$ cat config.mk
export PLATFORM = sky130hd
export DESIGN_NAME = iterative_shifter
export DESIGN_NICKNAME = d
export VERILOG_FILES = /design/src/rtl/iterative_shifter.sv
export SDC_FILE = /design/constraint.sdc
export NUM_CORES = 1
export LEC_CHECK = 0
export BUFFER_PORTS_ARGS = -buffer_cell sky130_fd_sc_hd__buf_2
export CELL_PAD_IN_SITES_DETAIL_PLACEMENT = 0
export CELL_PAD_IN_SITES_GLOBAL_PLACEMENT = 1
export CORE_MARGIN = 2
export CORE_UTILIZATION = 30
export DETAILED_ROUTE_END_ITERATION = 10
export HOLD_SLACK_MARGIN = 0.15
export PLACE_DENSITY = 0.64
export SYNTH_ARGS = -nofsm -noshare
export SYNTH_HDL_FRONTEND = slang
export SYNTH_SLANG_ARGS = --single-unit
$ cat constraint.sdc
create_clock -name clk -period 1.77 [get_ports clk]
set_clock_uncertainty 0.2 [all_clocks]
set_input_delay 0.2655 -clock clk [delete_from_list [all_inputs] [get_ports clk]]
set_output_delay 0.2655 -clock clk [all_outputs]
set_load 0.01 [all_outputs]
$ cat src/rtl/iterative_shifter.sv
// iterative_shifter
//   Multi-cycle shifter/rotator that moves a working register by one bit per
//   clock until the captured count is exhausted, then presents the result.
//
// State table
//   state   | meaning
//   IDLE    | waiting for start; out holds the last result
//   SHIFT   | one single-bit step per cycle; busy=1
//   DONE    | one-cycle done pulse; always returns to IDLE
//
// Ports
//   clk           in   system clock, rising edge
//   reset         in   synchronous active-high reset
//   start         in   request, sampled only in IDLE
//   in            in   operand captured on accepted start
//   shift_amount  in   requested shift count (5 bits)
//   shift_type    in   000 rol, 001 ror, 010 asr, 011 lsl, 100 lsr, else pass
//   out           out  registered result, held between operations
//   busy          out  high exactly in SHIFT
//   done          out  high exactly in DONE
module iterative_shifter #(
  parameter int WIDTH = 8
) (
  input  logic             clk,
  input  logic             reset,
  input  logic             start,
  input  logic [WIDTH-1:0] in,
  input  logic [4:0]       shift_amount,
  input  logic [2:0]       shift_type,
  output logic [WIDTH-1:0] out,
  output logic             busy,
  output logic             done
);

  localparam int CW = $clog2(WIDTH + 1);
  localparam int RW = $clog2(WIDTH);
  localparam logic [5:0] WIDTH_AMT = 6'(WIDTH);

  typedef enum logic [1:0] {
    S_IDLE,
    S_SHIFT,
    S_DONE
  } state_t;

  state_t           state_q, state_d;
  logic [WIDTH-1:0] work_q, work_d;
  logic [WIDTH-1:0] out_q, out_d;
  logic [CW-1:0]    cnt_q, cnt_d;
  logic [2:0]       type_q, type_d;

  logic [CW-1:0]    n_eff;
  logic [WIDTH-1:0] step;

  // Effective count: rotates wrap modulo WIDTH, shifts saturate at WIDTH
  // (everything has been shifted out by then), pass-through needs no steps.
  always_comb begin
    n_eff = '0;
    case (shift_type)
      3'b000, 3'b001: n_eff = CW'(shift_amount[RW-1:0]);
      3'b010, 3'b011, 3'b100:
        n_eff = ({1'b0, shift_amount} >= WIDTH_AMT) ? CW'(WIDTH) : CW'(shift_amount);
      default: n_eff = '0;
    endcase
  end

  // One-bit move of the working register in the captured direction.
  always_comb begin
    step = work_q;
    case (type_q)
      3'b000:  step = {work_q[WIDTH-2:0], work_q[WIDTH-1]};
      3'b001:  step = {work_q[0], work_q[WIDTH-1:1]};
      3'b010:  step = {work_q[WIDTH-1], work_q[WIDTH-1:1]};
      3'b011:  step = {work_q[WIDTH-2:0], 1'b0};
      3'b100:  step = {1'b0, work_q[WIDTH-1:1]};
      default: step = work_q;
    endcase
  end

  always_comb begin
    state_d = state_q;
    work_d  = work_q;
    out_d   = out_q;
    cnt_d   = cnt_q;
    type_d  = type_q;
    case (state_q)
      S_IDLE: begin
        if (start) begin
          work_d = in;
          type_d = shift_type;
          cnt_d  = n_eff;
          if (n_eff == '0) begin
            out_d   = in;
            state_d = S_DONE;
          end else begin
            state_d = S_SHIFT;
          end
        end
      end
      S_SHIFT: begin
        work_d = step;
        cnt_d  = cnt_q - CW'(1);
        if (cnt_q == CW'(1)) begin
          out_d   = step;
          state_d = S_DONE;
        end
      end
      S_DONE: begin
        state_d = S_IDLE;
      end
      default: begin
        state_d = S_IDLE;
      end
    endcase
  end

  always_ff @(posedge clk) begin
    if (reset) begin
      state_q <= S_IDLE;
      work_q  <= '0;
      out_q   <= '0;
      cnt_q   <= '0;
      type_q  <= '0;
    end else begin
      state_q <= state_d;
      work_q  <= work_d;
      out_q   <= out_d;
      cnt_q   <= cnt_d;
      type_q  <= type_d;
    end
  end

  assign out  = out_q;
  assign busy = (state_q == S_SHIFT);
  assign done = (state_q == S_DONE);

endmodule

==> key figures, run 1 <==
Outcome
  – Status: finished with violations
  – Failing checks: negative setup slack

Pwr
  – P_leak: 0.989 nW
  – Max IR drop VDD: 0.000318 V
  – Power density over cell area: 691 nW/um2

Placed design
  – Post-placement cell area: 2040 um2
  – Placer Congestion: 0.860
  – Port Buf Inserts: 28
  – DP Wirelength: 3.42 mm
  – Inst Count DP: 312

Route
  – Drt initial violations: 131
  – Post-DR wirelength/cell: 14.7 um
  – DR vias/cell: 5.20
  – # DRC: 0
  – Detailed Route WL: 4.84 mm
  – Pre-Repair DR Iteration Count: 4
  – Total number of vias: 1715
  – ANT nets after route: 0

Critical path
  – Critical path's slowest cell: or3b_4
  – CP startpoint kind: flip-flop
  – Worst R2R Path Depth: 6
  – Crit path largest cell delay: 0.39 ns
  – Crit-path cells: inv_2, ha_4, or3b_4, o22ai_4, nor2_4, o41ai_2
  – Worst setup EP type: flip-flop
  – Setup Crit Path Kind: reg -> reg
  – Worst Path Required: 1.75 ns
  – Worst-path fanout max: 6
  – WP data arrival: 1.84 ns

Synthesis
  – Sequential area share after synthesis: 31.0%
  – #FFs+latches synth: 25
  – Avg Cell Area, Syn: 8.28 um2
  – Primary FF master, synth: dfxtp_1
  – Top cell type's share of synthesized area: 31.0%
  – Area leader, netlist: dfxtp_1
  – Synth cell count leaders: dfxtp_1 (25), nor2_1 (22), nand2_1 (16)
  – Count leader, synth: dfxtp_1
  – Synthesized cell area: 1610 um2
  – EDFF count, synth: 0
  – Post-Syn Instances: 195
  – Distinct cells, synth: 51
  – Ranking of synthesized cells by area: dfxtp_1 (31%), nor2_1 (5.1%), a211oi_1 (4.7%), nand2_1 (3.7%), o21ai_0 (3.4%)
  – Asr flop ratio synth: 0%
  – Synth Net Count: 216
  – Yosys synthesis warning count: 0

Clock network
  – Worst skew pair latency: 0.27 ns
  – Total CTS buffers: 3
  – Clock-pin slew on the worst setup and hold paths: 0.09 ns
  – H-tree depth: 1
  – CTS tree: built
  – CTS Sinks: 25
  – Root buf cell: clkbuf_8
  – Longest Clk Path Bufs: 2

STA
  – Rel. slew slack: 73.4%
  – Pins Over Slew Limit: 0
  – RSZ-0062 raised after global routing: true
  – Final Critical Period: 1.87 ns
  – Final Hold Vio Count: 0
  – Setup TNS: -0.714 ns
  – Worst-margin pin slew: 0.395 ns
  – Final critical-path share of the clock period: 105%
  – Finish-stage setup viols: 11
  – PnR worst setup slack: -0.0973 ns
  – Max Freq: 0.536 GHz

Floorplanning
  – Core Rows: 26
  – IO Count: 29
  – Die width: 77.4 um
  – Die Area: 5980 um2
  – Core box area: 5140 um2
  – Die H: 77.4 um
  – Initial Utilization: 31.4%

GRT
  – GRT overflow: 0
  – Total GRT Usage: 16.5%
  – Initial antenna violation count: 0
  – Vias in the first global route: 1607
  – Pin count of the biggest net entering global routing: 16
  – Global-route wire length before repair: 7.96 mm

Flow run
  – Max-cap check violation count: 0

Hold path
  – Hold/Removal Path Class: in -> reg
  – Hold path depth: 3

Layout
  – Net count, final: 282
  – N_diodes: 0
  – Finished Cell Area: 2440 um2
  – Layout cells sized above 1: 45.8%
  – Final cell count without fillers: 330
  – Layout area overhead: 51.3%
==> power breakdown <==
group,switching (mW),internal (mW)
Combinational,0.320,0.334
Sequential,0.0625,0.622
Clock,0.190,0.158
==> critical path, delay by kind of cell, from the launching register on <==
| kind | cells | cell delay (ns) |
|---|---|---|
| DFF | 1 | 0.33 |
| AOI/OAI and AO/OA | 2 | 0.57 |
| buffers and inverters | 1 | 0.07 |
| adders and majority gates | 1 | 0.11 |
| and+or+nand+nor | 2 | 0.48 |
==> path summary, 6_finish.rpt <==
kind | startpoint | endpoint | slack, ns
worst max-delay path | cnt_q[1] | out[3] | -0.1
worst min-delay path | in[2] | work_q[2] | 0.16
worst max register to register | cnt_q[1] | out[3] | -0.1
worst min register to register | work_q[7] | work_q[7] | 0.33
==> sequential cells by signal, summed over array words and instances, names as in the netlist <==
signal / count
out: 8
work_q: 8
cnt_q: 4
type_q: 3
state_q: 2
==> per-stage QoR <==
step                      power [mW]  util, %  hold WS [ns]  setup WS, ns
after CTS                       1.62     44.2         0.170        -0.106
after global routing            1.79     47.5         0.175        -0.170
after global placement          1.22     39.8         0.301        -0.155
final                           1.69     47.5         0.160       -0.0973
after floorplan                 1.00        -         0.201       -0.0143
after detailed placement        1.21     39.8         0.309        -0.174
==> cells in the final DEF (no fill, tap or decap), types with 3 or more instances in the layout <==
cell / n
a21oi_1: 7
or3_1: 3
o211ai_1: 3
dlygate4sd3_1: 8
dfxtp_1: 19
nor2_1: 22
o21a_1: 3
buf_2: 28
clkbuf_8: 3
buf_6: 4
or4b_1: 3
a211oi_2: 4
nand3_1: 3
mux2_2: 3
or3b_1: 3
o21ai_0: 6
o21ai_1: 4
buf_12: 4
nand2_1: 16
a211oi_1: 6
buf_4: 34
dfxtp_2: 4
nor3_1: 5
inv_1: 3
nand2b_1: 4
==> cell families after synthesis <==
| group | Yosys count | share of synthesized area [%] |
|---|---|---|
| compound gates | 59 | 27.4 |
| xor+xnor | 2 | 2.25 |
| fa+ha+maj | 2 | 1.55 |
| buf+inv | 22 | 7.21 |
| flops | 25 | 31.0 |
| mux | 5 | 3.33 |
| simple gates | 80 | 27.3 |
==> final cells by class <==
cell class | instances | area (um2)
Fill cell | 533 | 2700
Clock inverter | 1 | 5.00
Inverter | 5 | 18.8
Multi-Input combinational cell | 148 | 1180
Timing Repair Buffer | 78 | 601
Tap cell | 70 | 87.6
Clock buffer | 3 | 41.3
Sequential cell | 25 | 513
==> routing by layer <==
metal	track usage, %	wire (um)
met3	1.51	176
met1	24.9	2440
met5	0	0
met2	23.6	2120
met4	7.14	108
==> repair_timing <==
item                                   in CTS  in global routing
pin swaps                                  13                 14
buffers inserted                            0                  7
gates cloned                                0                  0
setup endpoints to repair                  17                 17
endpoints found under the hold margin       7                  0
resized for setup                          30                 26
hold buffers                                8                  0
Power figures use the tool's default switching activity.
==> run 2, diff against run 1 <==
- PLACE_DENSITY: 0.64 -> 0.62
- clock period: 1.77 -> 2.12 ns (I/O delays scaled with it)
==> run 2 against run 1 <==
  * The flow now finishes without violations
  * Worst hold slack better by 0.021 ns
  * Maximum frequency is 7.1% lower
  * Die area stayed put
  * Cell area shrank 19%
  * Global-route usage shrank 0.82 points
  * Core utilization fell by 9.0 points
  * Critical path depth rose by 1
  * Critical path type unchanged
==> key figures, run 2 (synthesis gave the netlist of run 1 again) <==
Outcome
  – Status: complete, no violations

Critical path
  – Worst setup EP type: flip-flop
  – WP data arrival: 2.00 ns
  – Worst-path fanout max: 7
  – Worst Path Required: 2.11 ns
  – Setup Crit Path Kind: reg -> reg
  – CP startpoint kind: flip-flop

Floorplanning
  – Core Rows: 26
  – Initial Utilization: 31.4%
  – Die Area: 5980 um2
  – Core box area: 5140 um2
  – Die width: 77.4 um
  – Die H: 77.4 um
  – IO Count: 29

STA
  – Finish-stage setup viols: 0
  – PnR worst setup slack: 0.110 ns
  – Max Freq: 0.498 GHz
  – RSZ-0062 raised after global routing: false
  – Rel. slew slack: 64.5%
  – Final Critical Period: 2.01 ns
  – Pins Over Slew Limit: 0
  – Final critical-path share of the clock period: 94.8%
  – Final Hold Vio Count: 0
  – Worst-margin pin slew: 0.533 ns
  – Setup TNS: 0 ns

Clock network
  – Longest Clk Path Bufs: 2
  – CTS Sinks: 25
  – CTS tree: built
  – Total CTS buffers: 3
  – Clock-pin slew on the worst setup and hold paths: 0.10 ns
  – H-tree depth: 1
  – Root buf cell: clkbuf_8
  – Worst skew pair latency: 0.28 ns
  – Post-CTS Setup Bufs: 0

GRT
  – Total GRT Usage: 15.6%
  – Initial antenna violation count: 0
  – Global-route wire length before repair: 7.69 mm
  – Vias in the first global route: 1535
  – Pin count of the biggest net entering global routing: 29
  – GRT overflow: 0

Flow run
  – Max-cap check violation count: 0

Layout
  – Finished Cell Area: 1980 um2
  – Final cell count without fillers: 302
  – Net count, final: 254
  – Layout area overhead: 22.6%
  – Multi-input logic area: 997 um2
  – Final core area utilization: 38.5%
  – Commonest non-fill, non-tap cells in the layout: buf_2 (28), dfxtp_1 (23), nor2_1 (22)
  – Fillcell total: 546
  – Register Area: 503 um2
  – Layout cells sized above 1: 27.6%
  – Commonest non-fill, non-tap cell in the layout: buf_2
  – N_diodes: 0

Placed design
  – DP Wirelength: 3.22 mm
  – DP Worst Slack: 0.0923 ns
  – Port Buf Inserts: 28
  – Inst Count DP: 291
  – Post-placement cell area: 1860 um2
  – Placer Congestion: 0.788

Route
  – # DRC: 0
  – DR vias/cell: 5.00
  – Top Layer Used: met4
  – ANT nets after route: 0
  – DR WL met2: 1.85 mm
  – Detailed Route WL: 4.35 mm
  – Met3 wire len: 81 um
  – Post-DR wirelength/cell: 14.4 um
  – Drt initial violations: 54
  – Post-Route M1 WL: 2.39 mm
  – Total number of vias: 1511
  – Pre-Repair DR Iteration Count: 4

Hold path
  – Hold/Removal Path Class: in -> reg

Pwr
  – Max IR drop VDD: 0.000396 V
  – Power density over cell area: 634 nW/um2
  – P_leak: 0.808 nW
-- run 2: changes by cell type in the layout (fill, tap and decap cells not counted), moves of 3 or more --
cell      delta
a211oi_1     +4
buf_4       -20
dfxtp_1      +4
o21ai_1      -3
a211oi_2     -4
buf_12       -4
o21ai_0      +5
buf_6        -3
-- run 2: stage by stage --
step | hold slack [ns] | power [mW]
2_1_floorplan | 0.254 | 0.830
3_3_place_gp | 0.304 | 0.960
3_5_place_dp | 0.299 | 0.956
4_1_cts | 0.176 | 1.27
5_1_grt | 0.194 | 1.34
6_report | 0.181 | 1.26
-- run 2: metal layers --
layer | global-route usage (%) | up-vias
li1 | - | 799
met1 | 23.1 | 689
met2 | 24.3 | 19
met3 | 2.56 | 4
met4 | 2.68 | 0
met5 | 0 | -
-- run 2: path summary, 6_finish.rpt --
check        slack [ns]        end  cells after the start  startpoint
min reg2reg        0.31  work_q[7]                      2   work_q[7]
min                0.18   cnt_q[0]                      4       start
max reg2reg        0.11     out[2]                      7    cnt_q[1]
max                0.11     out[2]                      7    cnt_q[1]
-- run 2: critical path, cell delays in order (launching register included) --
cell and delay [ns]:
dfxtp_1 0.34, inv_1 0.08, ha_1 0.13, or3b_2 0.49, o22ai_4 0.26, buf_6 0.16, nor3_1 0.04, a211oi_1 0.22
-- run 2: area by class of cell --
type	instances	area share [%]
inverters	5	0.948
clock inverters	1	0.253
flip-flops and latches	25	25.4
clock buffers	3	2.09
well taps	70	4.42
multi-input cells	148	50.4
repair buffers	50	16.5
-- run 2: what timing repair did --
action | 4_1_cts | 5_1_grt
hold endpoints to repair | 7 | 0
resized for setup | 0 | 4
hold buffers | 7 | 0
endpoints found under the setup margin | 0 | 6
-- run 2: power breakdown --
| group | leakage, nW | switching [mW] | internal, mW |
|---|---|---|---|
| sequential | 0.207 | 0.0509 | 0.519 |
| clock | 0.0255 | 0.164 | 0.132 |
| combinational | 0.576 | 0.208 | 0.180 |
| total | 0.808 | 0.424 | 0.831 |
